File: src/rtl/trap_controller.sv
// Trap controller: owns privilege mode and the trap CSRs, sequences trap entry
// and xRET, then hands a flush plus PC redirect to IF over a valid/ready pair.
module trap_controller #(
    parameter int unsigned XLEN         = 32,
    parameter logic [63:0] RESET_VECTOR = 64'h0000_0000_8000_0000
) (
    input  logic            clk_i,
    input  logic            reset_i,
    input  logic            exception_i,
    input  logic [4:0]      exception_code_i,
    input  logic [XLEN-1:0] exception_pc_i,
    input  logic [XLEN-1:0] exception_val_i,
    input  logic            mret_i,
    input  logic            sret_i,
    input  logic            csr_we_i,
    input  logic [11:0]     csr_addr_i,
    input  logic [XLEN-1:0] csr_wdata_i,
    output logic [XLEN-1:0] csr_rdata_o,
    output logic            redirect_valid_o,
    output logic [XLEN-1:0] redirect_pc_o,
    input  logic            redirect_ready_i,
    output logic            flush_o,
    output logic            busy_o,
    output logic [1:0]      current_priv_o,
    output logic            mstatus_mie_o,
    output logic            mstatus_sie_o
);

    localparam logic [11:0] CSR_MSTATUS = 12'h300;
    localparam logic [11:0] CSR_MEDELEG = 12'h302;
    localparam logic [11:0] CSR_MTVEC   = 12'h305;
    localparam logic [11:0] CSR_MEPC    = 12'h341;
    localparam logic [11:0] CSR_MCAUSE  = 12'h342;
    localparam logic [11:0] CSR_MTVAL   = 12'h343;
    localparam logic [11:0] CSR_STVEC   = 12'h105;
    localparam logic [11:0] CSR_SEPC    = 12'h141;
    localparam logic [11:0] CSR_SCAUSE  = 12'h142;
    localparam logic [11:0] CSR_STVAL   = 12'h143;

    localparam logic [1:0] PRIV_U = 2'b00;
    localparam logic [1:0] PRIV_S = 2'b01;
    localparam logic [1:0] PRIV_M = 2'b11;

    localparam logic [XLEN-1:0] MASK_B0  = {{(XLEN-1){1'b1}}, 1'b0};
    localparam logic [XLEN-1:0] MASK_B10 = {{(XLEN-2){1'b1}}, 2'b00};

    typedef enum logic [0:0] {
        ST_IDLE     = 1'b0,
        ST_REDIRECT = 1'b1
    } state_t;

    state_t          state_q;
    logic [1:0]      priv_q;
    logic            sie_q, mie_q, spie_q, mpie_q, spp_q;
    logic [1:0]      mpp_q;
    logic [15:0]     medeleg_q;
    logic [XLEN-1:0] mtvec_q, stvec_q, mepc_q, sepc_q;
    logic [XLEN-1:0] mcause_q, scause_q, mtval_q, stval_q;
    logic [XLEN-1:0] redirect_pc_q;
    logic            redirect_valid_q, flush_q, busy_q;

    logic            idle_s, take_exc_s, take_mret_s, take_sret_s, csr_wr_s, deleg_s;
    logic [XLEN-1:0] epc_s, cause_s, mstatus_s;
    logic [1:0]      wr_mpp_s;
    logic [XLEN-1:0] redirect_pc_d;

    // Event arbitration: exception beats mret beats sret, all only in IDLE
    always_comb begin
        idle_s      = (state_q == ST_IDLE);
        take_exc_s  = idle_s && exception_i;
        take_mret_s = idle_s && !exception_i && mret_i;
        take_sret_s = idle_s && !exception_i && !mret_i && sret_i;
        csr_wr_s    = idle_s && csr_we_i;
        deleg_s     = (priv_q != PRIV_M) && !exception_code_i[4]
                      && medeleg_q[exception_code_i[3:0]];
        epc_s       = exception_pc_i & MASK_B0;
        cause_s     = {{(XLEN-5){1'b0}}, exception_code_i};
        wr_mpp_s    = (csr_wdata_i[12:11] == 2'b10) ? 2'b00 : csr_wdata_i[12:11];
    end

    // Redirect target chosen at the accepting edge; vectors and epcs hold zero low bits
    always_comb begin
        redirect_pc_d = redirect_pc_q;
        if (take_exc_s) begin
            redirect_pc_d = deleg_s ? stvec_q : mtvec_q;
        end else if (take_mret_s) begin
            redirect_pc_d = mepc_q;
        end else if (take_sret_s) begin
            redirect_pc_d = sepc_q;
        end else begin
            redirect_pc_d = redirect_pc_q;
        end
    end

    // Packed mstatus view with only the trap-related fields implemented
    always_comb begin
        mstatus_s        = {XLEN{1'b0}};
        mstatus_s[1]     = sie_q;
        mstatus_s[3]     = mie_q;
        mstatus_s[5]     = spie_q;
        mstatus_s[7]     = mpie_q;
        mstatus_s[8]     = spp_q;
        mstatus_s[12:11] = mpp_q;
    end

    // CSR read mux
    always_comb begin
        case (csr_addr_i)
            CSR_MSTATUS: csr_rdata_o = mstatus_s;
            CSR_MEDELEG: csr_rdata_o = {{(XLEN-16){1'b0}}, medeleg_q};
            CSR_MTVEC:   csr_rdata_o = mtvec_q;
            CSR_MEPC:    csr_rdata_o = mepc_q;
            CSR_MCAUSE:  csr_rdata_o = mcause_q;
            CSR_MTVAL:   csr_rdata_o = mtval_q;
            CSR_STVEC:   csr_rdata_o = stvec_q;
            CSR_SEPC:    csr_rdata_o = sepc_q;
            CSR_SCAUSE:  csr_rdata_o = scause_q;
            CSR_STVAL:   csr_rdata_o = stval_q;
            default:     csr_rdata_o = {XLEN{1'b0}};
        endcase
    end

    // State machine, CSR file and registered redirect outputs
    always_ff @(posedge clk_i) begin
        if (reset_i) begin
            state_q          <= ST_IDLE;
            priv_q           <= PRIV_M;
            sie_q            <= 1'b0;
            mie_q            <= 1'b0;
            spie_q           <= 1'b0;
            mpie_q           <= 1'b0;
            spp_q            <= 1'b0;
            mpp_q            <= PRIV_M;
            medeleg_q        <= 16'h0000;
            mtvec_q          <= RESET_VECTOR[XLEN-1:0];
            stvec_q          <= {XLEN{1'b0}};
            mepc_q           <= {XLEN{1'b0}};
            sepc_q           <= {XLEN{1'b0}};
            mcause_q         <= {XLEN{1'b0}};
            scause_q         <= {XLEN{1'b0}};
            mtval_q          <= {XLEN{1'b0}};
            stval_q          <= {XLEN{1'b0}};
            redirect_pc_q    <= {XLEN{1'b0}};
            redirect_valid_q <= 1'b0;
            flush_q          <= 1'b0;
            busy_q           <= 1'b0;
        end else begin
            if (csr_wr_s) begin
                case (csr_addr_i)
                    CSR_MSTATUS: begin
                        sie_q  <= csr_wdata_i[1];
                        mie_q  <= csr_wdata_i[3];
                        spie_q <= csr_wdata_i[5];
                        mpie_q <= csr_wdata_i[7];
                        spp_q  <= csr_wdata_i[8];
                        mpp_q  <= wr_mpp_s;
                    end
                    CSR_MEDELEG: medeleg_q <= csr_wdata_i[15:0] & 16'hF7FF;
                    CSR_MTVEC:   mtvec_q   <= csr_wdata_i & MASK_B10;
                    CSR_MEPC:    mepc_q    <= csr_wdata_i & MASK_B0;
                    CSR_MCAUSE:  mcause_q  <= csr_wdata_i;
                    CSR_MTVAL:   mtval_q   <= csr_wdata_i;
                    CSR_STVEC:   stvec_q   <= csr_wdata_i & MASK_B10;
                    CSR_SEPC:    sepc_q    <= csr_wdata_i & MASK_B0;
                    CSR_SCAUSE:  scause_q  <= csr_wdata_i;
                    CSR_STVAL:   stval_q   <= csr_wdata_i;
                    default: ;
                endcase
            end

            // Later assignments override the CSR write on the fields they touch
            if (take_exc_s) begin
                if (deleg_s) begin
                    sepc_q   <= epc_s;
                    scause_q <= cause_s;
                    stval_q  <= exception_val_i;
                    spie_q   <= sie_q;
                    sie_q    <= 1'b0;
                    spp_q    <= priv_q[0];
                    priv_q   <= PRIV_S;
                end else begin
                    mepc_q   <= epc_s;
                    mcause_q <= cause_s;
                    mtval_q  <= exception_val_i;
                    mpie_q   <= mie_q;
                    mie_q    <= 1'b0;
                    mpp_q    <= priv_q;
                    priv_q   <= PRIV_M;
                end
            end else if (take_mret_s) begin
                priv_q <= mpp_q;
                mie_q  <= mpie_q;
                mpie_q <= 1'b1;
                mpp_q  <= PRIV_U;
            end else if (take_sret_s) begin
                priv_q <= {1'b0, spp_q};
                sie_q  <= spie_q;
                spie_q <= 1'b1;
                spp_q  <= 1'b0;
            end

            case (state_q)
                ST_IDLE: begin
                    if (take_exc_s || take_mret_s || take_sret_s) begin
                        state_q          <= ST_REDIRECT;
                        redirect_pc_q    <= redirect_pc_d;
                        redirect_valid_q <= 1'b1;
                        flush_q          <= 1'b1;
                        busy_q           <= 1'b1;
                    end
                end
                ST_REDIRECT: begin
                    if (redirect_ready_i) begin
                        state_q          <= ST_IDLE;
                        redirect_valid_q <= 1'b0;
                        flush_q          <= 1'b0;
                        busy_q           <= 1'b0;
                    end
                end
                default: begin
                    state_q          <= ST_IDLE;
                    redirect_valid_q <= 1'b0;
                    flush_q          <= 1'b0;
                    busy_q           <= 1'b0;
                end
            endcase
        end
    end

    assign redirect_valid_o = redirect_valid_q;
    assign redirect_pc_o    = redirect_pc_q;
    assign flush_o          = flush_q;
    assign busy_o           = busy_q;
    assign current_priv_o   = priv_q;
    assign mstatus_mie_o    = mie_q;
    assign mstatus_sie_o    = sie_q;

endmodule

File: config.mk
export PLATFORM = sky130hd
export DESIGN_NAME = trap_controller
export DESIGN_NICKNAME = d
export VERILOG_FILES = /design/src/rtl/trap_controller.sv
export SDC_FILE = /design/constraint.sdc
export NUM_CORES = 1
export LEC_CHECK = 0
export CAP_MARGIN = 25
export CORE_UTILIZATION = 51
export DETAILED_ROUTE_END_ITERATION = 6
export PLACE_DENSITY = 0.8
export REMOVE_ABC_BUFFERS = 1
export SLEW_MARGIN = 40
export SYNTH_ARGS = -nofsm -noshare
export SYNTH_HDL_FRONTEND = slang
export SYNTH_SLANG_ARGS = --single-unit
File: constraint.sdc
create_clock -name clk_i -period 2 [get_ports clk_i]
set_input_delay 0.2 -clock clk_i [delete_from_list [all_inputs] [get_ports clk_i]]
set_output_delay 0.2 -clock clk_i [all_outputs]
set_load 0.02 [all_outputs]
==> run summary <==
largest net degree at the start of global routing - 65
fmax - 418 MHz
Setup CP Type - in -> out
Port Buf Inserts - 189
Worst-Margin Slew - 724 ps
GPL Wtd Cong - 0.999
die area - 0.0316 sq mm
count leader, synth - dfxtp_1
Post-synth EDFFs - 0
DRT iter0 DRCs - 3334
Initial Utilization - 52.5%
Worst R2R Path Depth - 8
Crit. Startpoint - csr_addr_i[4]
area added between synthesis and finish - 42.3%
setup ws final - -393 ps
DRC viols - 3
status - finished with violations
synthesized area per cell - 8.75 sq um
failing checks - DRC, setup timing
number of global-route vias before repair - 17400
layout cells sized above 1 - 26.5%
Final nets - 2167
crit path to - csr_rdata_o[11]
worst r2r src - medeleg_q[6]$_SDFFE_PP0P_
ys async rst share - 0%
Detail Route met2 WL - 30700 um
Post-synth top flop - dfxtp_1
hold crit path type - in -> reg
CTS clk-pin slew, worst paths - 60 ps
CTS Sinks - 310
mapped cell area - 0.0157 sq mm
fin util - 74.7%
RSZ-0062 raised after global routing - yes
CTS tree - built
Die Wd - 178 um
Clock Latency Late Sink - 530 ps
post-synth top area cell - dfxtp_1
Overflow after GRT - 0
metal3 WL - 11600 um
post-synthesis sequential area ratio - 39.4%
hold buffer count at cts - 0
wire length per cell - 29.9 um
Yosys warnings - 0
Yosys reg bits - 310
cts bufs inserted - 34
H-tree levels - 2
fillers - 1872
Clock Tree Buf Depth - 3
Core Area - 0.0300 sq mm
reg2reg setup slack - -150 ps
Netlist cell types - 60
num rows - 63
final hold vios - 0
min cycle time layout - 2390 ps
Synth top area share - 39.4%
Worst Path Required - 1800 ps
ANT cells - 0
RR Endpoint - mpp_q[1]$_SDFF_PP1_
Pleak - 9.07 nW
vias - 18500
num ports - 191
Routed WL - 73500 um
cell area power density - 684 mW/mm^2
routed length on met1 - 25300 um
final setup vio count - 162
Tot Pwr - 0.0153 W
top post-synthesis cells by count - dfxtp_1 (310), mux2i_1 (228), a211oi_1 (200)
Final period util - 120%
Max Slew Vio Count - 0
max_cap viols - 0
Clk Tree Root Cell - clkbuf_16
first-pass GRT wire length - 101000 um
maximum VDD drop - 0.614 mV
worst hold slack - 104 ps
top cells by area in the synthesized netlist - dfxtp_1 (39%), mux2i_1 (15%), a211oi_1 (9.5%), nand2_1 (4.3%), clkbuf_1 (4.2%)
Routed Antenna Nets - 0
hpwl dp - 41000 um
Tot GR Track Use - 41.9%
Worst slew margin - 51.5%
Cells after Synth - 1797
initial antenna violation count - 2
via-per-instance ratio - 7.53
Setup Skew - 17.5 ps
critical-path maximum fanout - 5
Worst Path Arrival - 2190 ps
Die Y - 178 um
Top Layer Used - met5
Pre-antenna DRT Iters - 7
startpoint types - input port
CP endpoint kind - primary output
## stage by stage
step / setup TNS, ps / cell area (sq um) / setup WS, ps / instances
floorplan: -697640 / 14800 / -3550 / 1565
global placement: -180570 / 19300 / -952 / 2347
detailed placement: -188010 / 19300 / -1000 / 2347
CTS: -1940 / 21500 / -197 / 2440
global route: -30610 / 22400 / -382 / 2460
finish: -11730 / 22400 / -393 / 2460
## worst min-delay path by stage
| stage | start | to | slack [ps] | cells past startpoint |
|---|---|---|---|---|
| final | reset_i | stvec_q[29]$_SDFFE_PP0P_ | 100 | 2 |
| after global routing | reset_i | mtvec_q[29]$_SDFFE_PP0P_ | 110 | 2 |
| after CTS | reset_i | mtvec_q[27]$_SDFFE_PP0P_ | 90 | 2 |
| after detailed placement | sepc_q[0]$_SDFF_PP0_ | sepc_q[0]$_SDFF_PP0_ | 450 | 2 |
| after global placement | sepc_q[0]$_SDFF_PP0_ | sepc_q[0]$_SDFF_PP0_ | 440 | 2 |
| after floorplan | reset_i | medeleg_q[0]$_SDFFE_PP0P_ | 270 | 1 |
## report_power, final
| group | leakage (nW) | switching (W) | total (W) | internal [W] |
|---|---|---|---|---|
| registers | 2.52 | 0.000173 | 0.00656 | 0.00638 |
| logic | 5.96 | 0.00121 | 0.00211 | 0.000898 |
| clock network | 0.583 | 0.00274 | 0.00664 | 0.00390 |
## logic make-up after synthesis
kind of cell           after synthesis  share of synthesized area [%]
AOI/OAI and AO/OA                  559                           24.9
and+or+nand+nor                    459                           14.6
DFF                                310                           39.4
muxes                              235                           15.1
buffers and inverters              234                           5.96
## final cells by class
class	count	area, sq um	share of cell area, %
Multi-Input combinational cell	1254	9670	43.2
Clock inverter	14	171	0.766
Tap cell	390	488	2.18
Inverter	2	7.51	0.0335
Sequential cell	310	6210	27.7
Timing Repair Buffer	445	4850	21.7
Clock buffer	45	993	4.44
## what timing repair did
action	in CTS	in global routing
endpoints found under the setup margin	219	201
gates cloned	10	9
resized for setup	380	151
pin swaps	88	56
setup buffers	27	17
## cells in the final DEF, fill, tap and decap left out, drive strengths merged, types with 66 or more instances in the layout
cell / Yosys / final
a211oi: 200 / 200
a21oi: 105 / 105
a22oi: 70 / 70
buf: 54 / 293
clkdlybuf4s50: 0 / 144
dfxtp: 310 / 310
mux2i: 228 / 228
nand2: 180 / 180
nor3: 66 / 66
nor4: 69 / 69
## metal layers
| layer | vias up | GRT usage, % |
|---|---|---|
| li1 | 7393 | - |
| met1 | 8595 | 54.0 |
| met2 | 1940 | 63.0 |
| met3 | 594 | 9.62 |
| met4 | 2 | 26.6 |
| met5 | - | 0 |
## registers in the layout, indices dropped and copies added (netlist names)
register and flops:
mcause_q 32, busy_o 1, mtval_q 32, current_priv_o 2, spp_q 1, mpp_q 2, spie_q 1, redirect_pc_o 32
stvec_q 30, mepc_q 32, mpie_q 1, mstatus_sie_o 1, mstatus_mie_o 1, medeleg_q 15, stval_q 32, state_q 1
mtvec_q 30, scause_q 32, sepc_q 32
## critical path, stage by stage
cell	delay (ps)
buf_8	100
or4_4	600
nor3_4	270
buf_6	190
buf_12	150
a221oi_2	60
o211ai_1	340
buf_4	270
No activity file was read; power rests on OpenSTA's default activity.
